$ cat src/rtl/clock_set_ctrl.sv
// Clock set controller: turns hours/minutes set buttons into increment
// strobes, with hold-to-auto-repeat at a slow or fast strobe rate.
module clock_set_ctrl #(
  parameter int unsigned HOLD_TICKS = 4
) (
  input  logic i_clk,
  input  logic i_reset,
  input  logic i_slow_stb,
  input  logic i_fast_stb,
  input  logic i_set_hours_db,
  input  logic i_set_minutes_db,
  input  logic i_fast_set_db,
  output logic o_hours_inc_stb,
  output logic o_minutes_inc_stb,
  output logic o_seconds_clr,
  output logic o_set_active
);

  localparam int unsigned CNT_W = 4;
  localparam logic [CNT_W-1:0] HOLD_LAST = CNT_W'(HOLD_TICKS - 1);

  typedef enum logic [1:0] {
    ST_IDLE   = 2'd0,
    ST_HOLD   = 2'd1,
    ST_REPEAT = 2'd2
  } state_t;

  typedef enum logic {
    TGT_HOURS   = 1'b0,
    TGT_MINUTES = 1'b1
  } target_t;

  state_t           state_q, state_d;
  target_t          target_q, target_d;
  logic [CNT_W-1:0] cnt_q, cnt_d;
  logic             hours_inc_d, minutes_inc_d, seconds_clr_d, set_active_d;
  logic             fire;
  logic             tgt_btn;
  logic             rate_stb;

  // State, target, hold counter and registered output pulses
  always_ff @(posedge i_clk) begin
    if (i_reset) begin
      state_q           <= ST_IDLE;
      target_q          <= TGT_HOURS;
      cnt_q             <= '0;
      o_hours_inc_stb   <= 1'b0;
      o_minutes_inc_stb <= 1'b0;
      o_seconds_clr     <= 1'b0;
      o_set_active      <= 1'b0;
    end else begin
      state_q           <= state_d;
      target_q          <= target_d;
      cnt_q             <= cnt_d;
      o_hours_inc_stb   <= hours_inc_d;
      o_minutes_inc_stb <= minutes_inc_d;
      o_seconds_clr     <= seconds_clr_d;
      o_set_active      <= set_active_d;
    end
  end

  // Next state and next-cycle output pulses
  always_comb begin
    state_d       = state_q;
    target_d      = target_q;
    cnt_d         = cnt_q;
    hours_inc_d   = 1'b0;
    minutes_inc_d = 1'b0;
    seconds_clr_d = 1'b0;
    fire          = 1'b0;
    tgt_btn       = (target_q == TGT_HOURS) ? i_set_hours_db : i_set_minutes_db;
    rate_stb      = i_fast_set_db ? i_fast_stb : i_slow_stb;

    case (state_q)
      ST_IDLE: begin
        // Hours wins a simultaneous press
        if (i_set_hours_db) begin
          target_d    = TGT_HOURS;
          state_d     = ST_HOLD;
          cnt_d       = '0;
          hours_inc_d = 1'b1;
        end else if (i_set_minutes_db) begin
          target_d      = TGT_MINUTES;
          state_d       = ST_HOLD;
          cnt_d         = '0;
          minutes_inc_d = 1'b1;
          seconds_clr_d = 1'b1;
        end
      end
      ST_HOLD: begin
        // Release beats any coincident strobe
        if (!tgt_btn) begin
          state_d = ST_IDLE;
        end else if (i_slow_stb) begin
          if (cnt_q == HOLD_LAST) begin
            state_d = ST_REPEAT;
            fire    = 1'b1;
          end else begin
            cnt_d = cnt_q + CNT_W'(1);
          end
        end
      end
      ST_REPEAT: begin
        if (!tgt_btn) begin
          state_d = ST_IDLE;
        end else if (rate_stb) begin
          fire = 1'b1;
        end
      end
      default: begin
        state_d = ST_IDLE;
      end
    endcase

    if (fire) begin
      hours_inc_d   = (target_q == TGT_HOURS);
      minutes_inc_d = (target_q == TGT_MINUTES);
    end

    set_active_d = (state_d != ST_IDLE);
  end

endmodule
$ cat config.mk
export PLATFORM = sky130hd
export DESIGN_NAME = clock_set_ctrl
export DESIGN_NICKNAME = d
export VERILOG_FILES = /design/src/rtl/clock_set_ctrl.sv
export SDC_FILE = /design/constraint.sdc
export NUM_CORES = 1
export LEC_CHECK = 0
export BUFFER_PORTS_ARGS = -buffer_cell sky130_fd_sc_hd__buf_2
export CAP_MARGIN = 40
export CORE_MARGIN = 1.5
export CORE_UTILIZATION = 40
export CTS_CLUSTER_SIZE = 14
export DETAILED_ROUTE_END_ITERATION = 8
export GPL_TIMING_DRIVEN = 1
export PLACE_DENSITY = 0.65
export SETUP_SLACK_MARGIN = 0.4
export SLEW_MARGIN = 20
export SYNTH_ARGS = -nofsm -noshare
export SYNTH_HDL_FRONTEND = slang
export SYNTH_SLANG_ARGS = --single-unit
$ cat constraint.sdc
create_clock -name i_clk -period 4.7 [get_ports i_clk]
set_clock_uncertainty 0.2 [all_clocks]
set_input_delay 0.235 -clock i_clk [delete_from_list [all_inputs] [get_ports i_clk]]
set_output_delay 0.235 -clock i_clk [all_outputs]
set_load 0.02 [all_outputs]
# After elaboration in Yosys (flattened, before gate mapping)
# Index checks and enable logic that the tools add are counted.
[word_totals]
ff_bits = 11
[op_classes]
add_sub_neg = 1
eq_ne = 7
mux = 30
bitwise_logic = 1
reduce_logical = 6
[ops]
columns = ["cell", "count"]
rows = [
  ["4-bit two-way mux", 5],
  ["1-bit two-way mux", 16],
  ["2-bit two-way mux", 6],
  ["4-bit case mux with 2 select lines", 1],
  ["2-bit != test (second input constant)", 3],
  ["2-bit case mux with 3 select lines", 1],
  ["2-bit nonzero test", 3],
  ["5-bit AND reduction", 1],
  ["4-bit by 1-bit adder with 4-bit output (second input constant)", 1],
  ["4-bit by 2-bit == test with 1-bit output (second input constant)", 1],
  ["3-bit != test (second input constant)", 1],
  ["2-bit by 1-bit == test with 1-bit output (second input constant)", 1],
  ["2-bit == test (second input constant)", 1],
  ["2-bit logical NOT", 1],
  ["1-bit case mux with 2 select lines", 1],
  ["2-bit AND reduction", 1],
  ["1-bit inverter", 1],
]

# Logic depth before layout (Yosys ltp)
# Gate-level depths: netlist of the first run.
[depth]
word_depth = 6
depth_mapped = 7

# Least setup slack after synthesis of the first run
# Ideal clock, no wire load.
[synth_path]
path_kind = "reg-to-reg"
start = "register cnt_q[0]"
end = "register o_minutes_inc_stb"
setup_ns = 0.116
arrival_ns = 1.443
path_slack_ns = 2.940
stages_incl_launch_ff = 6
path_buffers = 0
period_less_slack_ns = 1.760
path_cell_list = "dfxtp_1 > ha_1 > and4bb_2 > or2_1 > and3_1 > a41o_2"
[synth_via]
elab_chain_len = 6
[synth_lines]
columns = ["item", "line_no", "source"]
rows = [
  ["from (decl)", "35", "logic [CNT_W-1:0] cnt_q, cnt_d;"],
  ["from (signal assigned)", "54", "cnt_q <= cnt_d;"],
  ["4-bit by 2-bit == test with 1-bit output", "95", "if (cnt_q == HOLD_LAST) begin"],
  ["1-bit two-way mux", "95", ""],
  ["1-bit two-way mux", "94", "end else if (i_slow_stb) begin"],
  ["1-bit two-way mux", "92", "if (!tgt_btn) begin"],
  ["1-bit case mux with 2 select lines", "74", "case (state_q)"],
  ["1-bit two-way mux", "115", "if (fire) begin"],
  ["to (signal assigned)", "56", "o_minutes_inc_stb <= minutes_inc_d;"],
  ["to (decl)", "14", "output logic o_minutes_inc_stb,"],
]
# Every way passes these cells.
# A chain may end at the register's enable or synchronous reset.

# Worst setup path in the final report of the first run
[layout_path]
start = "register state_q[1]"
end = "register cnt_q[2]"
[layout_via]
elab_chain_len = 3
word_cells_on_any_way = 9
[layout_lines]
columns = ["item", "line_no", "source"]
rows = [
  ["from (decl)", "33", "state_t state_q, state_d;"],
  ["from (signal assigned)", "52", "state_q <= state_d;"],
  ["2-bit by 1-bit == test with 1-bit output or 2-bit logical NOT (tied branches)", "74", ""],
  ["2-bit != test (no line) (tied with other cells)", "n/a", ""],
  ["5-bit AND reduction (no line)", "n/a", ""],
]
# Several ways; a longest one is shown, not always the timed one.

==> impl_metrics.json, run 1 <==
{
  "ios": 11,
  "yosys_register_bits": 11,
  "hold_buffers": 1,
  "ant_nets": 0,
  "drtIter0Drc": 10,
  "drt-pass1-iter-count": 4,
  "ff2ff_path_depth": 6,
  "p_per_area_nw_per_um2": 303,
  "die_x_um": 42.2,
  "cp-end-kind": "flip-flop",
  "crit_start": "state_q[1]$_SDFF_PP0_",
  "rows": 13,
  "vias": 512,
  "netlist_area_sq_um": 614,
  "status": "finished, final reports clean",
  "worst_pin_slew_ps": 554,
  "cp-start-kind": "flip-flop",
  "cp_max_fo": 9,
  "routed_wirelength_um": 1150,
  "clk_latency_ps": 270,
  "grt-ovfl-total": 0,
  "fin_ws_ps": 2670,
  "synth_warnings": 0,
  "start_util_pct": 45.0,
  "slew_violations": 0,
  "finalSetupTns_ps": 0,
  "critPathArrivalTime_ps": 1990,
  "cp_data_required_time_ps": 4660,
  "place_ws_ps": 2650,
  "grt_pass1_wl_um": 2000,
  "drive_above_1_share_pct": 24.1,
  "final_nets": 92,
  "cts_max_level": 1,
  "place_area_sq_um": 678,
  "drc": 0,
  "yosysUniqueCellTypes": 30,
  "fin_crit_ps": 2030,
  "port_buffers": 10,
  "max-cap-violations": 0,
  "post_cts_buffers": 0,
  "final_area_sq_um": 714,
  "finalSetupViolCount": 0,
  "core-area_sq_um": 1370,
  "antenna-diode-count": 0,
  "max_slew_margin_pct": 62.7,
  "dieArea_sq_um": 1780,
  "syn_inst": 65,
  "fmax_mhz": 493,
  "r2r-start": "state_q[1]$_SDFF_PP0_",
  "vias_per_cell": 5.45,
  "ys_async_sr_fraction_pct": 0,
  "gp_congestion": 0.835,
  "cts_buffers": 3,
  "die_height_um": 42.2,
  "grt_max_degree": 10,
  "dp_hpwl_um": 871,
  "synth-edff-count": 0,
  "path_clk_slew_ps": 70,
  "grt_pass1_vias": 503,
  "cts_tree": "yes",
  "hp-class": "in2reg",
  "reg2reg_slack_ps": 2670,
  "synth_nets": 77,
  "p_leak_uw": 0.000307,
  "timing.critical_path.to": "cnt_q[2]$_SDFFE_PP0P_",
  "reg2reg_to": "cnt_q[2]$_SDFFE_PP0P_",
  "peakVddDrop_uv": 228,
  "synth.avg_cell_area_sq_um": 9.45,
  "cts_buffer_depth": 2,
  "seq_area_frac_synth_pct": 35.8,
  "hold_violations": 0,
  "antenna_found_initial": 0,
  "synth-main-ff-cell": "dfxtp_1",
  "wl_per_cell_um": 12.3,
  "cts.sinks": 11,
  "finalCritPeriodShare_pct": 43.1,
  "cts_root_buffer": "clkbuf_4",
  "worstSetupPathType": "reg2reg",
  "grt_usage_pct": 15.2,
  "grt_setup_unrepaired": "no",
  "post_cts_resized": 0,
  "area_delta_synth_final_pct": 16.3
}
-- cell usage after synthesis (2+ instances only) --
cell	count	area, sq um
nor4_1	2	12.5
ha_1	5	62.6
a211oi_1	3	22.5
or2_1	2	12.5
nand2_1	4	15.0
xnor2_1	2	17.5
mux2i_1	3	30.0
o21ai_0	2	10.0
inv_1	6	22.5
dfxtp_1	11	220
nor2_1	5	18.8
nor2b_1	2	12.5
-- registers in the layout, summed over array words and instances, names as in the netlist --
name               cells
cnt_q                  4
state_q                2
o_hours_inc_stb        1
o_minutes_inc_stb      1
o_seconds_clr          1
o_set_active           1
target_q               1
-- stage by stage --
stage,power [uW],instances,util [%],hold slack (ps)
global route,232,94,52.3,58.4
global placement,153,89,49.6,279
finish,216,94,52.3,55.1
floorplan,140,65,-,113
detailed placement,153,89,49.6,274
CTS,220,94,52.3,41.0
-- cell type report --
class / count / area, sq um
clock buffer: 4 / 26.3
timing repair buffer: 11 / 60.1
fill: 141 / 652
tap: 15 / 18.8
multi-input combinational: 47 / 367
inverter: 6 / 22.5
sequential: 11 / 220
-- power breakdown --
part | internal, uW | leakage [uW] | total (uW) | switching (uW)
logic | 20.2 | 0.000203 | 48.7 | 28.5
clock network | 32.9 | 0.0000150 | 64.1 | 31.3
registers | 99.6 | 0.0000898 | 104 | 3.92
total | 153 | 0.000307 | 216 | 63.7
-- placed cells by master (no fill, tap or decap), drive strengths merged --
cell type,synthesis,final
inv,6,6
a311oi,1,1
nand2,4,4
nor2,5,5
dfxtp,11,11
a41o,1,1
nor2b,2,2
a211oi,4,4
nor4,2,2
a31o,2,2
and2b,1,1
mux2i,3,3
a221oi,1,1
clkbuf,0,4
and3,1,1
nor3b,1,1
dlygate4sd3,0,1
or2,3,3
o31a,1,1
nand4,1,1
o31ai,1,1
and4bb,1,1
a21oi,1,1
ha,5,5
nand3b,1,1
o21ai,2,2
xnor2,2,2
buf,1,10
a32o,1,1
-- worst min-delay path by stage --
| stage | start | endpoint | slack [ps] | depth (start not counted) |
|---|---|---|---|---|
| final | i_set_hours_db | target_q$_SDFFE_PP0P_ | 60 | 2 |
| after global routing | i_set_hours_db | target_q$_SDFFE_PP0P_ | 60 | 2 |
| after CTS | i_set_hours_db | target_q$_SDFFE_PP0P_ | 40 | 2 |
| after detailed placement | i_reset | target_q$_SDFFE_PP0P_ | 270 | 2 |
| after global placement | i_reset | target_q$_SDFFE_PP0P_ | 280 | 2 |
| after floorplan | i_reset | target_q$_SDFFE_PP0P_ | 110 | 1 |
-- logic make-up after synthesis --
kind of cell	after synthesis	synth area share, %
compound gates	15	21.2
xor+xnor	2	2.85
fa+ha+maj	5	10.2
buf+inv	7	4.48
flops	11	35.8
mux	3	4.89
simple gates	22	20.6
-- layer usage --
metal / vias up / routed length, um / track usage [%]
li1: 266 / - / -
met1: 233 / 550 / 17.8
met3: 2 / 62 / 7.76
met5: - / 0 / 0
met4: 0 / 10 / 8.75
met2: 11 / 530 / 22.2
-- critical path, stage by stage, from the launching register on --
cell and delay (ps):
dfxtp_1 360, inv_1 100, ha_1 300, o21ai_0 160, o21ai_0 480, nor2_1 80
a31o_1 230
No activity file was read; power rests on OpenSTA's default activity.
==> run 2: changes to the inputs <==
ABC_AREA = 1   (was unset)
clock period = 2.1 ns   (was 4.7 ns; I/O delays follow)
==> impl_metrics.json, run 2 <==
{
  "status": "finished, final reports clean",
  "grt_pass1_vias": 536,
  "grt_max_degree": 9,
  "rows": 14,
  "dieArea_sq_um": 1950,
  "nFillCells": 176,
  "p_per_area_nw_per_um2": 632,
  "clk_latency_ps": 260,
  "p_leak_uw": 0.000406,
  "cts_buffer_depth": 2,
  "synth-main-ff-cell": "dfxtp_1",
  "wl_met1_um": 692,
  "cp-end-kind": "flip-flop",
  "grt_pass1_wl_um": 2150,
  "finalSetupTns_ps": 0,
  "cts_root_buffer": "clkbuf_4",
  "ff2ff_path_depth": 8,
  "clkPwrFrac_pct": 26.8,
  "grt_usage_pct": 15.1,
  "fin_crit_ps": 1530,
  "ios": 11,
  "crit_start": "state_q[0]$_SDFF_PP0_",
  "port_buffers": 10,
  "syn_inst": 95,
  "reg2reg_to": "o_set_active$_SDFF_PP0_",
  "cts_tree": "yes",
  "start_util_pct": 44.0,
  "synth.top_cell.area_share_pct": 32.5,
  "die_height_um": 44.2,
  "synth-edff-count": 0,
  "drc": 0,
  "final_cell_mix": "nand2_1 (24), inv_1 (12), dfxtp_1 (11)",
  "synth_warnings": 0,
  "largestRegisters": "cnt_q x4, state_q x2",
  "drive_above_1_share_pct": 23.2,
  "fin_ws_ps": 568,
  "synth.avg_cell_area_sq_um": 7.14,
  "grt-ovfl-total": 0,
  "wl_per_cell_um": 9.86,
  "r2r-start": "state_q[0]$_SDFF_PP0_",
  "regMostFlops": "cnt_q",
  "hold_violations": 0,
  "peakVddDrop_uv": 459,
  "cts_buffers": 3,
  "ys_async_sr_fraction_pct": 0,
  "route.met3.wl_um": 33,
  "netlist_area_sq_um": 678,
  "fmax_mhz": 653,
  "area_delta_synth_final_pct": 19.9,
  "die_x_um": 44.2,
  "gp_congestion": 0.828,
  "sequentialPowerShare_pct": 45.9,
  "drt-pass1-iter-count": 4,
  "yosys_register_bits": 11,
  "max-cap-violations": 0,
  "max_slew_margin_pct": 86.1,
  "reg2reg_slack_ps": 570,
  "slew_violations": 0,
  "antenna_found_initial": 0,
  "path_clk_slew_ps": 70,
  "vias": 600,
  "worst_pin_slew_ps": 208,
  "synthTopCellsByCount": "nand2_1 (25), inv_1 (13), dfxtp_1 (11), a21oi_1 (8)",
  "timing.critical_path.to": "o_set_active$_SDFF_PP0_",
  "p_int_uw": 353,
  "routed_wirelength_um": 1260,
  "grt_setup_unrepaired": "no",
  "ant_nets": 0,
  "yosysUniqueCellTypes": 19,
  "dp_hpwl_um": 1020,
  "seq_area_frac_synth_pct": 32.5,
  "hp-class": "in2reg",
  "p_sw_share_pct": 31.2,
  "finalSetupViolCount": 0,
  "final_nets": 125,
  "cp-start-kind": "flip-flop",
  "cp_data_required_time_ps": 2060,
  "critPathArrivalTime_ps": 1490,
  "cts.sinks": 11,
  "finalCritPeriodShare_pct": 72.9,
  "final_common_cell": "nand2_1",
  "yosysMostFrequentCell": "nand2_1",
  "worstSetupPathType": "reg2reg",
  "core-area_sq_um": 1540,
  "drtIter0Drc": 8,
  "route.met2.wl_um": 527,
  "yosys-top-cells-area": "dfxtp_1 (32%), nand2_1 (14%), ha_1 (9.2%), inv_1 (7.2%), nand2_4 (6.6%)",
  "maxUsedRoutingLayer": "met4",
  "synth_area_leader_cell": "dfxtp_1",
  "vias_per_cell": 4.69,
  "cp_max_fo": 5,
  "largest_reg_flops": 4,
  "p_comb_share_pct": 27.3,
  "switchingPower_uw": 160,
  "place_ws_ps": 507,
  "synth_nets": 107,
  "cts_max_level": 1,
  "antenna-diode-count": 0
}
[run 2: cell count changes in the layout (fill, tap and decap cells not counted), moves of 4 or more]
cell | previous run | this run
nand3_1 | 0 | 7
a21oi_1 | 1 | 7
nand2_4 | 0 | 4
inv_1 | 6 | 12
nand2_1 | 4 | 24
[run 2: cell families after synthesis]
group	count (synthesis)	share of synthesized area, %
xor gates and xnor gates	1	1.29
AOI/OAI and AO/OA	12	9.23
adders and majority gates	5	9.23
DFF	11	32.5
and+or+nand+nor	52	40.0
buffers and inverters	14	7.75
[run 2: layer usage]
layer,global-route usage [%],up-vias
met5,0,-
met4,10.9,0
met3,1.22,2
met2,20.6,6
met1,22.1,254
li1,-,338
[run 2: worst min-delay path by stage]
stage	startpoint	to	depth (start not counted)
detailed placement	i_set_hours_db	o_seconds_clr$_SDFF_PP0_	2
global placement	i_reset	cnt_q[3]$_SDFFE_PP0P_	2
global route	i_slow_stb	state_q[1]$_SDFF_PP0_	5
CTS	i_slow_stb	state_q[1]$_SDFF_PP0_	5
floorplan	i_reset	cnt_q[2]$_SDFFE_PP0P_	1
finish	i_slow_stb	state_q[1]$_SDFF_PP0_	5
[run 2: cell type report]
class,instances,area (sq um),area share (%)
Multi-Input combinational cell,70,414,50.9
Sequential cell,11,220,27.1
Timing Repair Buffer,13,80.1,9.85
Inverter,14,52.6,6.46
Clock buffer,4,26.3,3.23
Tap cell,16,20.0,2.46
[run 2: through the flow]
step / util, % / instances / cell area, sq um / power [uW] / hold slack (ps)
floorplan: - / 95 / 678 / 340 / -25.9
detailed placement: 48.5 / 121 / 748 / 373 / 167
global route: 52.8 / 128 / 813 / 556 / 112
finish: 52.8 / 128 / 813 / 514 / 69.6
global placement: 48.5 / 121 / 748 / 371 / 162
CTS: 52.2 / 128 / 805 / 519 / 60.8
[run 2: worst max-delay path, cell delays in order, from the launching register on]
cell	delay, ps
dfxtp_1	370
inv_1	80
ha_2	230
nand2_1	110
nand2_1	90
o21ai_0	160
inv_1	60
nand2_1	80
nand2_1	50
[run 2: repair_timing]
| item | in CTS | in global routing |
|---|---|---|
| gates resized for setup | 0 | 4 |
| hold buffers | 3 | 0 |
| hold endpoints to repair | 6 | 0 |
| buffers inserted | 0 | 0 |
| setup endpoints to repair | 0 | 5 |
[run 2: power groups by stage]
stage | combinational (uW) | clock (uW) | sequential (uW)
6_report | 140 | 137 | 236
5_1_grt | 158 | 160 | 238
4_1_cts | 137 | 146 | 236
3_5_place_dp | 133 | 0 | 241
3_3_place_gp | 131 | 0 | 240
2_1_floorplan | 93.7 | 0 | 246
